[config.mk]
export PLATFORM = sky130hd
export DESIGN_NAME = multiples_sum_engine
export DESIGN_NICKNAME = d
export VERILOG_FILES = /design/src/rtl/multiples_sum_engine.sv
export SDC_FILE = /design/constraint.sdc
export NUM_CORES = 1
export LEC_CHECK = 0
export CAP_MARGIN = 20
export CORE_UTILIZATION = 40
export CTS_CLUSTER_DIAMETER = 120
export DETAILED_ROUTE_END_ITERATION = 10
export DONT_BUFFER_PORTS = 1
export SYNTH_ARGS = -nofsm -noshare
export SYNTH_HDL_FRONTEND = slang
export SYNTH_SLANG_ARGS = --single-unit
[constraint.sdc]
create_clock -name clk -period 6.5 [get_ports clk]
set_input_delay 1.3 -clock clk [delete_from_list [all_inputs] [get_ports clk]]
set_output_delay 1.3 -clock clk [all_outputs]
set_load 0.02 [all_outputs]
[src/rtl/multiples_sum_engine.sv]
// rtl/multiples_sum_engine.sv - sums 1 <= n < limit divisible by any of NUM_DIV run-time divisors
// Optional hit_count output enabled by defining MULT_SUM_COUNT_EN.
module multiples_sum_engine #(
    parameter int WIDTH     = 32,
    parameter int N_WIDTH   = 16,
    parameter int NUM_DIV   = 2,
    parameter int DIV_WIDTH = 8
) (
    input  logic                         clk,
    input  logic                         rst_n,
    input  logic                         start,
    input  logic [N_WIDTH-1:0]           limit,
    input  logic [NUM_DIV*DIV_WIDTH-1:0] divisors,
    output logic                         busy,
    output logic                         done,
    output logic [WIDTH-1:0]             result,
    output logic                         overflow
`ifdef MULT_SUM_COUNT_EN
    ,
    output logic [N_WIDTH-1:0]           hit_count
`endif
);

    localparam logic [1:0] S_IDLE = 2'd0;
    localparam logic [1:0] S_RUN  = 2'd1;
    localparam logic [1:0] S_DONE = 2'd2;

    localparam logic [N_WIDTH-1:0]   N_ONE   = N_WIDTH'(1);
    localparam logic [DIV_WIDTH-1:0] DIV_ONE = DIV_WIDTH'(1);

    logic [1:0]           state;
    logic [N_WIDTH-1:0]   lim_q;
    logic [N_WIDTH-1:0]   n_q;
    logic [WIDTH-1:0]     acc_q;
    logic [DIV_WIDTH-1:0] d_q [NUM_DIV];
    logic [DIV_WIDTH-1:0] r_q [NUM_DIV];
    logic [DIV_WIDTH-1:0] r_nxt [NUM_DIV];
`ifdef MULT_SUM_COUNT_EN
    logic [N_WIDTH-1:0]   cnt_q;
`endif

    logic             accept;
    logic             last;
    logic             hit;
    logic             add_en;
    logic [WIDTH:0]   sum_ext;

    assign busy    = (state == S_RUN);
    assign done    = (state == S_DONE);
    assign accept  = start && ((state == S_IDLE) || (state == S_DONE));
    assign last    = (lim_q <= N_ONE) || (n_q == (lim_q - N_ONE));
    // With lim_q <= 1 there is no valid n, so the single RUN cycle must add nothing.
    assign add_en  = hit && (lim_q > N_ONE);
    assign sum_ext = {1'b0, acc_q} + {{(WIDTH + 1 - N_WIDTH){1'b0}}, n_q};

    // Residue counters replace n % d: r[i] tracks n mod d_q[i] and wraps at d_q[i]-1.
    always_comb begin
        hit = 1'b0;
        for (int i = 0; i < NUM_DIV; i++) begin
            r_nxt[i] = (r_q[i] == (d_q[i] - DIV_ONE)) ? '0 : (r_q[i] + DIV_ONE);
            if ((d_q[i] != '0) && (r_q[i] == '0)) begin
                hit = 1'b1;
            end
        end
    end

    always_ff @(posedge clk or negedge rst_n) begin
        if (!rst_n) begin
            state    <= S_IDLE;
            lim_q    <= '0;
            n_q      <= '0;
            acc_q    <= '0;
            result   <= '0;
            overflow <= 1'b0;
            for (int i = 0; i < NUM_DIV; i++) begin
                d_q[i] <= '0;
                r_q[i] <= '0;
            end
`ifdef MULT_SUM_COUNT_EN
            cnt_q     <= '0;
            hit_count <= '0;
`endif
        end else if (accept) begin
            state    <= S_RUN;
            lim_q    <= limit;
            n_q      <= N_ONE;
            acc_q    <= '0;
            overflow <= 1'b0;
            for (int i = 0; i < NUM_DIV; i++) begin
                d_q[i] <= divisors[i*DIV_WIDTH +: DIV_WIDTH];
                r_q[i] <= (divisors[i*DIV_WIDTH +: DIV_WIDTH] == DIV_ONE) ? '0 : DIV_ONE;
            end
`ifdef MULT_SUM_COUNT_EN
            cnt_q <= '0;
`endif
        end else begin
            case (state)
                S_RUN: begin
                    if (add_en) begin
                        acc_q <= sum_ext[WIDTH-1:0];
                        if (sum_ext[WIDTH]) begin
                            overflow <= 1'b1;
                        end
`ifdef MULT_SUM_COUNT_EN
                        cnt_q <= cnt_q + N_ONE;
`endif
                    end
                    for (int i = 0; i < NUM_DIV; i++) begin
                        if (d_q[i] != '0) begin
                            r_q[i] <= r_nxt[i];
                        end
                    end
                    if (last) begin
                        state  <= S_DONE;
                        result <= add_en ? sum_ext[WIDTH-1:0] : acc_q;
`ifdef MULT_SUM_COUNT_EN
                        hit_count <= add_en ? (cnt_q + N_ONE) : cnt_q;
`endif
                    end else begin
                        n_q <= n_q + N_ONE;
                    end
                end
                S_DONE:  state <= S_IDLE;
                default: state <= S_IDLE;
            endcase
        end
    end

endmodule

==> flow_summary.yaml <==
critical_path:
  rr_startpoint: "lim_q[0]"
  r2r_end: "result[2]"
  cp-endpoint: "result[2]"
  crit_fanout: 33
  critPathKind: "flop to flop"
  cp-start-kind: "flop"
  r2r_slack_ns: 2.97
  critPathRequiredTime_ns: 6.81
  cp-startpoint: "lim_q[0]"
  arrival_ns: 3.84
  reg2regPathDepth: 10
  cp-end-kind: "flop"
floorplan:
  num_rows: 51
  die_h_um: 144
  io_pins: 70
  fp.dieArea_um2: 20700
  die_w_um: 144
  core_um2: 19600
  initial_core_util: 0.412
global_route:
  grt_usage: 0.196
  antenna_found_initial: 0
  grt_pass1_vias: 6191
  grt_pass1_wl_mm: 31.8
  grt_max_degree: 132
  grt_overflow_total: 0
logic_synthesis:
  synth-edff-count: 0
  ys_types: 74
  syn-instance-count: 891
  ys.flop_type: "dfrtp_1"
  ys.warnings.count: 0
  synth-seq-cells: 131
  async_flop_share: 1.00
  syn_nets: 952
  avgSynthCellArea_um2: 9.05
  yosys-top-cells-area: "dfrtp_1, nand2_1, xnor2_1"
  synth_area_um2: 8060
  synth_top_area_frac: 0.407
  synth_top_area_cell: "dfrtp_1"
  seq_area_frac_synth: 0.407
routing:
  drc: 0
  first_iter_violations: 311
  wl_per_cell_um: 16.3
  dr.pass1.iters: 5
  wirelength_mm: 18.9
  final_antenna_net_count: 0
  vias: 6366
  viasPerCell: 5.52
placed_design:
  postPlaceCellArea_um2: 8230
  port_buffers: 0
  gp_congestion: 0.840
  dp_hpwl_mm: 12.7
timing:
  clock.fmax_mhz: 283
  fin_tns_setup_ns: 0
  finalCriticalPeriod_ns: 3.53
  clock_skew_ns: 0.0145
  rsz0062_at_grt: "no"
  drv_slew: 0
  post-route-period-util: 0.543
  setup_violations: 0
  finalHoldViolations: 0
  max_slew_margin: 0.325
  tightest_slew_ns: 1.01
hold_path:
  hold_path.class: "flop to flop"
  holdPathStages: 1
power:
  p_leak_nw: 3.90
  total_power_mw: 4.30
  power_density_nw_per_um2: 484
  peakVddDrop_v: 0.000208
clock_network:
  clkTransAtPathRegs_ns: 0.06
  clock-sinks: 131
  tritoncts: "yes"
  htreeDepth: 4
  ctsHoldBuffers: 0
  cts_setup_buffers: 0
  clkLatencyLatePin_ns: 0.43
  cts_buffers: 17
  cts_resized: 0
  root_buffer: "clkbuf_16"
  clockBufferDepth: 2
layout:
  final_common_cell: "nand2_1"
  nFillCells: 1924
  fin_area_um2: 8890
  fin_nets: 937
  post_route_cells_drive_above_1_share: 0.114
  layout_common_cells: "nand2_1, dfrtp_1, o21ai_0"
  diodes: 0
  syn_to_final_growth_pct: 10.2
run_status:
  outcome: "completed"
job:
  maxCapViolations: 0
## state kept, by name (all words and copies together), names as in the netlist
name,cells
d_q,16
result,32
overflow,1
state,2
acc_q,32
n_q,16
r_q,16
lim_q,16
## through the flow
stage | cells | setup slack, ns | hold WS (ns) | util
floorplan | 891 | 3.62 | 0.475 | -
global placement | 1120 | 2.92 | 0.499 | 0.420
detailed placement | 1120 | 2.90 | 0.518 | 0.420
CTS | 1152 | 2.91 | 0.527 | 0.453
global route | 1154 | 2.73 | 0.549 | 0.454
finish | 1154 | 2.97 | 0.524 | 0.454
## final cells by class
cell class	count	area (µm²)	share of cell area
Multi-Input combinational cell	683	4450	0.500
Timing Repair Buffer	8	60.1	0.00676
Sequential cell	131	3280	0.369
Tap cell	265	332	0.0373
Clock buffer	18	439	0.0494
Inverter	35	131	0.0148
Clock inverter	14	200	0.0225
## cell families (layout without fill, tap and decap cells)
group	count (synthesis)	in the layout	share of synthesized area
compound gates	196	196	0.158
flops	131	131	0.407
xor+xnor	74	74	0.0804
fa+ha+maj	26	26	0.0413
mux	32	32	0.0461
simple gates	355	355	0.224
buf+inv	77	75	0.0442
## cells in the mapped netlist, drive strengths merged (2+ instances only)
master,n
a211o,2
a211oi,5
a21o,7
a21oi,38
a22o,3
a2bb2oi,2
a31o,5
a31oi,12
a41oi,5
and2,2
and3,15
buf,19
clkbuf,23
dfrtp,131
ha,25
inv,35
mux2,32
nand2,157
nand2b,5
nand3,31
nand4,7
nor2,43
nor2b,6
nor3,22
nor3b,4
nor4,16
nor4b,7
o2111ai,7
o211ai,8
o21a,5
o21ai,75
o21bai,3
o31ai,7
o41ai,4
or2,7
or3,20
or3b,3
or4,7
or4b,2
xnor2,57
xor2,17
## worst max-delay path: stages, from the launching register on
cell	delay, ns
dfrtp_1	0.45
inv_1	0.10
ha_1	0.24
or4b_1	0.53
nor3_2	0.19
xnor2_1	0.18
o2111ai_2	0.20
a211oi_2	0.21
a21oi_2	0.11
nor2_4	0.78
mux2_2	0.42
## worst min path at each step
| stage | startpoint | endpoint | slack, ns |
|---|---|---|---|
| floorplan | acc_q[14] | acc_q[14] | 0.48 |
| global placement | acc_q[14] | acc_q[14] | 0.50 |
| detailed placement | acc_q[20] | acc_q[20] | 0.52 |
| finish | acc_q[20] | acc_q[20] | 0.52 |
| CTS | acc_q[20] | acc_q[20] | 0.53 |
| global route | rst_n | d_q[10] | 0.55 |
## per-layer routing
layer | wire length [µm] | track usage
met1 | 9630 | 0.282
met2 | 8040 | 0.290
met3 | 971 | 0.0450
met4 | 228 | 0.0554
met5 | 0 | 0
## power breakdown
group	switching [mW]	leakage, nW	internal (mW)
Clock	0.390	0.304	0.657
Combinational	0.937	1.87	0.732
Sequential	0.480	1.72	1.11
Power figures use the tool's default switching activity.
